**src/rtl/spi_cs_arb_pkg.sv**
```systemverilog
// Shared types and sizing helpers for the SPI chip-select arbiter.
// Optional watchdog support in the top is enabled with SPI_CS_ARB_TIMEOUT_EN.
package spi_cs_arb_pkg;

    typedef enum logic [2:0] {
        ST_IDLE   = 3'd0,
        ST_SETUP  = 3'd1,
        ST_ACTIVE = 3'd2,
        ST_HOLD   = 3'd3,
        ST_GAP    = 3'd4
    } state_e;

    // Width of a down-counter that must hold values 0..n (never narrower than 1 bit).
    function automatic int cnt_width(input int n);
        return (n < 1) ? 1 : $clog2(n + 1);
    endfunction

    // Width of a requester index.
    function automatic int idx_width(input int n);
        return (n < 2) ? 1 : $clog2(n);
    endfunction

endpackage

```
**src/rtl/spi_cs_rr_pick.sv**
```systemverilog
// Round-robin selector: first set request at or after the pointer, wrapping.
// The pointer moves to (picked index + 1) mod NumReq on the advance strobe.
module spi_cs_rr_pick
    import spi_cs_arb_pkg::*;
#(
    parameter int NumReq = 2
) (
    input  logic                          clk_sys_i,
    input  logic                          rst_sys_ni,
    input  logic [NumReq-1:0]             req_i,
    input  logic                          advance_i,
    output logic                          valid_o,
    output logic [idx_width(NumReq)-1:0]  idx_o
);

    localparam int              IdxW    = idx_width(NumReq);
    localparam logic [IdxW:0]   NumReqW = (IdxW + 1)'(NumReq);
    localparam logic [IdxW-1:0] LastIdx = IdxW'(NumReq - 1);

    logic [IdxW-1:0]   ptr_q, ptr_d;
    logic [IdxW-1:0]   cand_idx [NumReq];
    logic [NumReq-1:0] cand_hit;

    // Candidate gi is the requester gi positions after the pointer.
    for (genvar gi = 0; gi < NumReq; gi++) begin : g_cand
        logic [IdxW:0] sum;
        assign sum          = {1'b0, ptr_q} + (IdxW + 1)'(gi);
        assign cand_idx[gi] = (sum >= NumReqW) ? IdxW'(sum - NumReqW) : sum[IdxW-1:0];
        assign cand_hit[gi] = req_i[cand_idx[gi]];
    end

    always_comb begin
        valid_o = 1'b0;
        idx_o   = '0;
        for (int k = NumReq - 1; k >= 0; k--) begin
            if (cand_hit[k]) begin
                valid_o = 1'b1;
                idx_o   = cand_idx[k];
            end
        end
    end

    always_comb begin
        ptr_d = ptr_q;
        if (advance_i) begin
            ptr_d = (idx_o == LastIdx) ? '0 : idx_o + 1'b1;
        end
    end

    always_ff @(posedge clk_sys_i or negedge rst_sys_ni) begin
        if (!rst_sys_ni) begin
            ptr_q <= '0;
        end else begin
            ptr_q <= ptr_d;
        end
    end

endmodule

```
**src/rtl/spi_cs_arbiter.sv**
```systemverilog
// Round-robin sharing of one SPI host and its chip select between NumReq requesters,
// with programmable CS setup/hold/gap. Define SPI_CS_ARB_TIMEOUT_EN for the grant watchdog.
module spi_cs_arbiter
    import spi_cs_arb_pkg::*;
#(
    parameter int NumReq        = 2,
    parameter int CsSetupCycles = 2,
    parameter int CsHoldCycles  = 2,
    parameter int IdleGapCycles = 1,
    parameter int TimeoutCycles = 65535
) (
    input  logic                          clk_sys_i,
    input  logic                          rst_sys_ni,
    input  logic [NumReq-1:0]             req_i,
    input  logic [NumReq-1:0]             done_i,
    input  logic                          spi_idle_i,
    output logic [NumReq-1:0]             gnt_o,
    output logic [idx_width(NumReq)-1:0]  owner_o,
    output logic                          start_o,
    output logic                          busy_o,
    output logic                          cs_no,
    output logic                          timeout_o
);

    localparam int IdxW   = idx_width(NumReq);
    localparam int CntMax = (CsSetupCycles > CsHoldCycles)
                          ? ((CsSetupCycles > IdleGapCycles) ? CsSetupCycles : IdleGapCycles)
                          : ((CsHoldCycles > IdleGapCycles) ? CsHoldCycles : IdleGapCycles);
    localparam int CntW   = cnt_width(CntMax);

    localparam logic [CntW-1:0] SetupLoad = CntW'((CsSetupCycles > 0) ? CsSetupCycles - 1 : 0);
    localparam logic [CntW-1:0] HoldLoad  = CntW'((CsHoldCycles  > 0) ? CsHoldCycles  - 1 : 0);
    localparam logic [CntW-1:0] GapLoad   = CntW'((IdleGapCycles > 0) ? IdleGapCycles - 1 : 0);

    // Zero-length phases are skipped entirely rather than visited for a cycle.
    localparam state_e AfterIdle = (CsSetupCycles > 0) ? ST_SETUP : ST_ACTIVE;
    localparam state_e AfterHold = (IdleGapCycles > 0) ? ST_GAP : ST_IDLE;
    localparam state_e AfterXfer = (CsHoldCycles  > 0) ? ST_HOLD : AfterHold;

    if (NumReq < 2 || NumReq > 8) begin : g_bad_numreq
        $error("spi_cs_arbiter: NumReq must be in 2..8");
    end
    if (TimeoutCycles < 1) begin : g_bad_timeout
        $error("spi_cs_arbiter: TimeoutCycles must be >= 1");
    end

    state_e            state_q, state_d;
    logic [CntW-1:0]   cnt_q, cnt_d;
    logic [IdxW-1:0]   owner_q, owner_d;
    logic              done_seen_q, done_seen_d;
    logic [NumReq-1:0] gnt_q, gnt_d;
    logic              start_q, start_d;
    logic              busy_q, busy_d;
    logic              cs_n_q, cs_n_d;

    logic [NumReq-1:0] pick_req;
    logic              pick_valid;
    logic              pick_advance;
    logic [IdxW-1:0]   pick_idx;
    logic              owner_req;
    logic              owner_done;
    logic              act_exit;
    logic              wd_fire;

    assign owner_req  = req_i[owner_q];
    assign owner_done = done_i[owner_q];
    // Leaving ACTIVE always waits for the shifter, whether by done or by dropped request.
    assign act_exit   = spi_idle_i && (done_seen_q || owner_done || !owner_req);

    spi_cs_rr_pick #(
        .NumReq (NumReq)
    ) u_rr_pick (
        .clk_sys_i  (clk_sys_i),
        .rst_sys_ni (rst_sys_ni),
        .req_i      (pick_req),
        .advance_i  (pick_advance),
        .valid_o    (pick_valid),
        .idx_o      (pick_idx)
    );

`ifdef SPI_CS_ARB_TIMEOUT_EN
    localparam int             WdW    = cnt_width(TimeoutCycles);
    localparam logic [WdW-1:0] WdLoad = WdW'(TimeoutCycles - 1);

    logic [WdW-1:0]    wd_q, wd_d;
    logic [NumReq-1:0] mask_q, mask_d;
    logic              timeout_q, timeout_d;

    // A timed-out requester stays masked until it has been seen with req_i low.
    assign pick_req = req_i & ~mask_q;
    assign wd_fire  = (state_q == ST_ACTIVE) && !act_exit && (wd_q == '0);

    always_comb begin
        wd_d      = wd_q;
        mask_d    = mask_q & req_i;
        timeout_d = wd_fire;
        if (state_q == ST_ACTIVE && wd_q != '0) begin
            wd_d = wd_q - 1'b1;
        end
        if (state_d == ST_ACTIVE && state_q != ST_ACTIVE) begin
            wd_d = WdLoad;
        end
        if (wd_fire) begin
            mask_d[owner_q] = 1'b1;
        end
    end

    always_ff @(posedge clk_sys_i or negedge rst_sys_ni) begin
        if (!rst_sys_ni) begin
            wd_q      <= '0;
            mask_q    <= '0;
            timeout_q <= 1'b0;
        end else begin
            wd_q      <= wd_d;
            mask_q    <= mask_d;
            timeout_q <= timeout_d;
        end
    end

    assign timeout_o = timeout_q;
`else
    assign pick_req  = req_i;
    assign wd_fire   = 1'b0;
    assign timeout_o = 1'b0;
`endif

    always_comb begin
        state_d      = state_q;
        cnt_d        = cnt_q;
        owner_d      = owner_q;
        done_seen_d  = 1'b0;
        pick_advance = 1'b0;

        case (state_q)
            ST_IDLE: begin
                if (pick_valid) begin
                    owner_d      = pick_idx;
                    pick_advance = 1'b1;
                    state_d      = AfterIdle;
                end
            end
            ST_SETUP: begin
                if (!owner_req) begin
                    state_d = AfterXfer;
                end else if (cnt_q == '0) begin
                    state_d = ST_ACTIVE;
                end else begin
                    cnt_d = cnt_q - 1'b1;
                end
            end
            ST_ACTIVE: begin
                done_seen_d = done_seen_q || owner_done;
                if (act_exit || wd_fire) begin
                    state_d = AfterXfer;
                end
            end
            ST_HOLD: begin
                if (cnt_q == '0) begin
                    state_d = AfterHold;
                end else begin
                    cnt_d = cnt_q - 1'b1;
                end
            end
            ST_GAP: begin
                if (cnt_q == '0) begin
                    state_d = ST_IDLE;
                end else begin
                    cnt_d = cnt_q - 1'b1;
                end
            end
            default: begin
                state_d = ST_IDLE;
            end
        endcase

        if (state_d != state_q) begin
            case (state_d)
                ST_SETUP: cnt_d = SetupLoad;
                ST_HOLD:  cnt_d = HoldLoad;
                ST_GAP:   cnt_d = GapLoad;
                default:  cnt_d = cnt_q;
            endcase
        end

        // Outputs are registered versions of what the next state implies.
        gnt_d   = (state_d == ST_ACTIVE) ? ({{(NumReq-1){1'b0}}, 1'b1} << owner_d) : '0;
        start_d = (state_d == ST_ACTIVE) && (state_q != ST_ACTIVE);
        busy_d  = (state_d != ST_IDLE);
        cs_n_d  = !((state_d == ST_SETUP) || (state_d == ST_ACTIVE) || (state_d == ST_HOLD));
    end

    always_ff @(posedge clk_sys_i or negedge rst_sys_ni) begin
        if (!rst_sys_ni) begin
            state_q     <= ST_IDLE;
            cnt_q       <= '0;
            owner_q     <= '0;
            done_seen_q <= 1'b0;
            gnt_q       <= '0;
            start_q     <= 1'b0;
            busy_q      <= 1'b0;
            cs_n_q      <= 1'b1;
        end else begin
            state_q     <= state_d;
            cnt_q       <= cnt_d;
            owner_q     <= owner_d;
            done_seen_q <= done_seen_d;
            gnt_q       <= gnt_d;
            start_q     <= start_d;
            busy_q      <= busy_d;
            cs_n_q      <= cs_n_d;
        end
    end

    assign gnt_o   = gnt_q;
    assign owner_o = owner_q;
    assign start_o = start_q;
    assign busy_o  = busy_q;
    assign cs_no   = cs_n_q;

endmodule
```
**config.mk**
```make
export PLATFORM = sky130hd
export DESIGN_NAME = spi_cs_arbiter
export DESIGN_NICKNAME = d
export VERILOG_FILES = /design/src/rtl/spi_cs_arb_pkg.sv /design/src/rtl/spi_cs_rr_pick.sv /design/src/rtl/spi_cs_arbiter.sv
export SDC_FILE = /design/constraint.sdc
export NUM_CORES = 1
export LEC_CHECK = 0
export CORE_MARGIN = 2
export CORE_UTILIZATION = 45
export CTS_CLUSTER_SIZE = 20
export DETAILED_ROUTE_END_ITERATION = 8
export MAX_ROUTING_LAYER = met4
export PLACE_DENSITY = 0.71
export SKIP_LAST_GASP = 1
export SLEW_MARGIN = 10
export SYNTH_ARGS = -nofsm -noshare
export SYNTH_HDL_FRONTEND = slang
export SYNTH_SLANG_ARGS = --single-unit
```
**constraint.sdc**
```tcl
create_clock -name clk_sys_i -period 3.9 [get_ports clk_sys_i]
set_input_delay 1.17 -clock clk_sys_i [delete_from_list [all_inputs] [get_ports clk_sys_i]]
set_output_delay 1.17 -clock clk_sys_i [all_outputs]
set_load 0.02 [all_outputs]
```
# [Word level (Yosys, flattened, before mapping)]
# Cells that the tools add are included.
[totals] ff_bits=13 input_bits=7 out_inout_bits=7 word_cells=80
[op_classes] addsub=5 magnitude_cmp=5 n_eq_ne=12 n_shift=1 muxes=33 reduce_logical=15
[op_table] op="$mux 1" count=20
[op_table] op="$mux 3" count=6
[op_table] op="$pmux 3 s5" count=1
[op_table] op="$eq 3x2->1 const B" count=4
[op_table] op="$mux 2" count=4
[op_table] op="$pmux 2 s2" count=2
[op_table] op="$eq 3x1->1 const B" count=2
[op_table] op="$eq 3x3->1 const B" count=2
[op_table] op="$lt 1x2->1 const B" count=3
[op_table] op="$ne 3x2->1 const B" count=2
[op_table] op="$reduce_bool 3->1" count=2
[op_table] op="$logic_or 1x1->1" count=4
[op_table] op="$reduce_or 2->1" count=2
[op_table] op="$logic_not 3->1" count=1
[op_table] op="$ne 3x3->1" count=1
[op_table] op="$ne 3x3->1 const B" count=1
[op_table] op="$reduce_and 3->1" count=1
[op_table] op="$add 1x1->2 const B" count=1
[op_table] op="$ge 1x2->1 const B" count=1
[op_table] op="$ge 2x2->1 const B" count=1
[op_table] op="$logic_and 1x1->1" count=2
[op_table] op="$logic_not 1->1" count=2
[op_table] op="$logic_not 2->1" count=1
[op_table] op="$shl 1x1->2 const A" count=1
[op_table] op="other kinds (3)" count=4

# [Depth between registers and ports, before layout]
[depth] ltp_word=13 ltp_mapped=7 ltp_nobuf=6

# [Modules after synthesis]
# From an unflattened synthesis, not the netlist that was laid out.
[hier_totals] cells_unflattened=56 hier_area_um2=661.9
[by_module_without_submodules] module="spi_cs_arbiter" n_inst=1 cells_per_inst=50 area_per_inst_um2=599.3 seq_area_each_um2=301.5
[by_module_without_submodules] module="spi_cs_rr_pick" n_inst=1 cells_per_inst=6 area_per_inst_um2=62.6 seq_area_each_um2=25.0

# [Least setup slack after synthesis]
# OpenSTA, ideal clock, no wires.
[synth_timing] path_kind="input to register" startpoint="input done_i[0]" endpoint="register busy_q, in the netlist busy_o" setup_time_ps=131 arrival_ps=2315 required_ps=3769 path_slack_ps=1453 cell_stages=5 n_path_buf=0 path_cell_list="nor4b_2 > and4bb_1 > a211oi_4 > inv_2 > or3_1"
[synth_via] elab_chain_len=8
[synth_lines] item="from (decl)" line="spi_cs_arbiter.sv:15" text="input logic [NumReq-1:0] done_i,"
[synth_lines] item="$mux 1 (implied by the code) (2 in series)" line="spi_cs_arbiter.sv:66" text="assign owner_done = done_i[owner_q];"
[synth_lines] item="$logic_or 1x1->1 (2 in series)" line="spi_cs_arbiter.sv:68" text="assign act_exit = spi_idle_i && (done_seen_q || owner_done || !owner_req);"
[synth_lines] item="$logic_and 1x1->1" line="spi_cs_arbiter.sv:68"
[synth_lines] item="$mux 3" line="spi_cs_arbiter.sv:153" text="if (act_exit || wd_fire) begin"
[synth_lines] item="$pmux 3 s5" line="spi_cs_arbiter.sv:134" text="case (state_q)"
[synth_lines] item="net state_d[0]" line="spi_cs_arbiter.sv:47" text="state_e state_q, state_d;"
[synth_lines] item="$reduce_bool 3->1" line="spi_cs_arbiter.sv:188" text="busy_d = (state_d != ST_IDLE);"
[synth_lines] item="net busy_d" line="spi_cs_arbiter.sv:53" text="logic busy_q, busy_d;"
[synth_lines] item="to (signal assigned)" line="spi_cs_arbiter.sv:209" text="busy_q <= busy_d;"
[synth_lines] item="to (decl)" line="spi_cs_arbiter.sv:53"
# The timed path passes the listed nets, and every way through them passes these cells. The select of a mux whose other input is x is not followed.
# A chain may end at the register's enable or synchronous reset.

# [Final worst setup path]
[layout_timing] startpoint="input req_i[0]" endpoint="register busy_q, in the netlist busy_o"
[layout_via] elab_chain_len=8 elab_cells_between_ends=16 cone_classes="12 x mux; 4 x reduce/logical"
[layout_lines] item="from (decl)" line="spi_cs_arbiter.sv:14" text="input logic [NumReq-1:0] req_i,"
[layout_lines] item="$mux 1 (implied by the code) (2 in series)" line="spi_cs_arbiter.sv:65" text="assign owner_req = req_i[owner_q];"
[layout_lines] item="$logic_not 1->1"
[layout_lines] item="$logic_or 1x1->1" line="spi_cs_arbiter.sv:68"
[layout_lines] item="$logic_and 1x1->1" line="spi_cs_arbiter.sv:68"
[layout_lines] item="$mux 3" line="spi_cs_arbiter.sv:153"
[layout_lines] item="$pmux 3 s5 (*)" line="spi_cs_arbiter.sv:134"
[layout_lines] item="net state_d[0]" line="spi_cs_arbiter.sv:47"
[layout_lines] item="$reduce_bool 3->1 (*)" line="spi_cs_arbiter.sv:188"
[layout_lines] item="net busy_d" line="spi_cs_arbiter.sv:53"
# The timed path passes the listed nets; every way through them passes the cells marked *. The select of a mux whose other input is x is not followed.

==> flow_metrics.tcl <==
set metrics [dict create \
    clock-sinks 13 \
    cts_resized 0 \
    cp-end-kind "flop" \
    drt_pre_antenna_iters 2 \
    hold_violations 0 \
    syn_avg_cell_area_um2 10.2 \
    setup_viol 0 \
    pin_count 14 \
    nNetsFinal 91 \
    ys_seq_area_frac 0.457 \
    dieArea_um2 1920 \
    synth_fp_nets 78 \
    synth.top_cell.area_share 0.420 \
    fillCellCount 130 \
    final.min_clock_period_ns 2.77 \
    synthTopCellsByArea "dfrtp_1 (42%), a31oi_1 (4.4%), dfstp_2 (3.7%), nor2_1 (3.7%), and4bb_1 (3.5%)" \
    crit_type "in -> reg" \
    setup_tns_ns 0 \
    hpwlAfterDp_um 952 \
    drcViolationCount 0 \
    clkLatencyLatePin_ns 0.26 \
    drt_iter0_markers 11 \
    clk_pin_slew_ns 0.07 \
    via_per_inst 5.61 \
    num_antenna_cells 0 \
    wl_um 1290 \
    cp.arrival_ns 2.92 \
    cp.required_ns 4.04 \
    cap_violations 0 \
    yosys_warnings 0 \
    antenna_left 0 \
    synth_edf_count 0 \
    grt_setup_unrepaired "no" \
    cts_tree "built" \
    htree_num_levels 1 \
    whs_ns 0.497 \
    hold_class "reg -> reg" \
    multi_input_area_um2 347 \
    drive_gt1_frac 0.134 \
    synthArstFlopShare 1.00 \
    postCtsSetupRepairBufs 0 \
    coreArea_um2 1490 \
    grt_use_total 0.152 \
    rows 14 \
    r2r_cells 6 \
    fmax_mhz 361 \
    crit_path_max_fanout 6 \
    p_leak_uw 0.000370 \
    synth_cells 70 \
    yosys.area.top_type "dfrtp_1" \
    hp-start "u_rr_pick.ptr_q$_DFFE_PN0P_" \
    grt_pass1_vias 506 \
    die_w_um 43.8 \
    start_util 0.480 \
    reg2reg_from "cnt_q[0]$_DFFE_PN0P_" \
    powerDensity_nw_per_um2 850 \
    syn2layout_area_growth_pct 20.1 \
    peakVddDrop_uv 540 \
    grt_max_degree 14 \
    port_buffers 12 \
    worstMarginPinSlew_ns 0.546 \
    synth_flop_cell "dfrtp_1" \
    gp_congestion 0.787 \
    detail_route.wl_per_cell_um 13.2 \
    ys_ff_latch 13 \
    slew_headroom 0.635 \
    finalCritPeriodShare 0.711 \
    gr-total-overflow 0 \
    fin_worst_skew_ns 0.00145 \
    die_h_um 43.8 \
    vias 550 \
    synth.cell_area_um2 714 \
    totalPowerFinal_uw 730 \
    antenna_found_initial 0 \
    cts_root_buffer "clkbuf_4" \
    status "finished, final reports clean" \
    seqCellArea_um2 327 \
    slew_viol_final 0 \
    grt_pass1_wl_um 2120 \
    cts_buffers 3 \
    holdPathStages 1 \
    ctsHoldBuffers 0 \
    start_kind "primary input" \
    cts_buffer_depth 2 \
    ys_types 33 \
    critPathLaunch "req_i[0]" \
]
==> sequential cells by signal, summed over array words and instances (netlist names) <==
signal / cells
start_o: 1
gnt_o: 2
state_q: 3
busy_o: 1
cnt_q: 2
owner_o: 1
cs_no: 1
done_seen_q: 1
u_rr_pick.ptr_q: 1
==> cell families after synthesis <==
| logic type | Yosys count | share of synthesized area |
|---|---|---|
| buffers and inverters | 9 | 0.0578 |
| other | 1 | 0.00525 |
| muxes | 4 | 0.0613 |
| DFF | 13 | 0.457 |
| adders and majority gates | 1 | 0.0175 |
| AOI/OAI and AO/OA | 19 | 0.200 |
| and+or+nand+nor | 23 | 0.201 |
==> final cells by class <==
| cell class | instances | area share |
|---|---|---|
| Clock buffer | 4 | 0.0306 |
| Inverter | 5 | 0.0219 |
| Multi-Input combinational cell | 48 | 0.404 |
| Sequential cell | 13 | 0.380 |
| Tap cell | 16 | 0.0233 |
| Timing Repair Buffer | 12 | 0.140 |
==> cell usage after synthesis, types with 2 or more instances <==
cell / instances
dfrtp_1: 12
nor2_1: 7
a31oi_1: 5
inv_1: 4
buf_2: 3
nand2_1: 3
o21a_1: 3
o21ai_0: 3
a21oi_1: 2
and4bb_1: 2
mux2_2: 2
nor2b_1: 2
nor3_1: 2
==> stage by stage <==
| step | area, um2 | std cells | utilization | worst slack [ns] |
|---|---|---|---|---|
| 2_1_floorplan | 714 | 70 | - | 1.45 |
| 3_3_place_gp | 832 | 94 | 0.559 | 0.869 |
| 3_5_place_dp | 832 | 94 | 0.559 | 0.849 |
| 4_1_cts | 858 | 98 | 0.576 | 1.13 |
| 5_1_grt | 858 | 98 | 0.576 | 1.03 |
| 6_report | 858 | 98 | 0.576 | 1.13 |
==> final timing paths <==
check	slack, ns	endpoint
hold reg to reg	0.50	u_rr_pick.ptr_q$_DFFE_PN0P_
max in group asynchronous	2.27	cs_no$_DFF_PN1_
setup reg to reg	2.07	busy_o$_DFF_PN0_
min in group asynchronous	1.26	start_o$_DFF_PN0_
setup / recovery	1.13	busy_o$_DFF_PN0_
hold / removal	0.50	u_rr_pick.ptr_q$_DFFE_PN0P_
==> report_power, final <==
group | switching [uW] | leakage, uW | total (uW) | internal (uW)
registers | 65.2 | 0.000157 | 262 | 196
clock network | 39.0 | 0.0000150 | 78.5 | 39.5
logic | 207 | 0.000198 | 390 | 183
total | 311 | 0.000370 | 730 | 419
==> critical path: stages <==
cell             delay, ns
clkdlybuf4s50_1       0.55
nor4b_2               0.25
and4bb_1              0.27
a211oi_4              0.23
inv_2                 0.07
or3_1                 0.36
==> cell usage in the layout (no fill, tap or decap), types with 2 or more instances in the layout <==
cell              n
dfrtp_1          12
clkdlybuf4s50_1  12
nor2_1            7
a31oi_1           5
inv_1             4
o21a_1            3
nand2_1           3
o21ai_0           3
clkbuf_4          3
nor2b_1           2
mux2_2            2
nor3_1            2
and4bb_1          2
a21oi_1           2
==> per-layer routing <==
metal / track usage / up-vias / share of wire
li1: - / 274 / -
met1: 0.224 / 259 / 0.51
met2: 0.203 / 13 / 0.42
met3: 0.0250 / 4 / 0.044
met4: 0.0727 / 0 / 0.019
met5: - / - / 0
(Power assumes the default switching activity.)
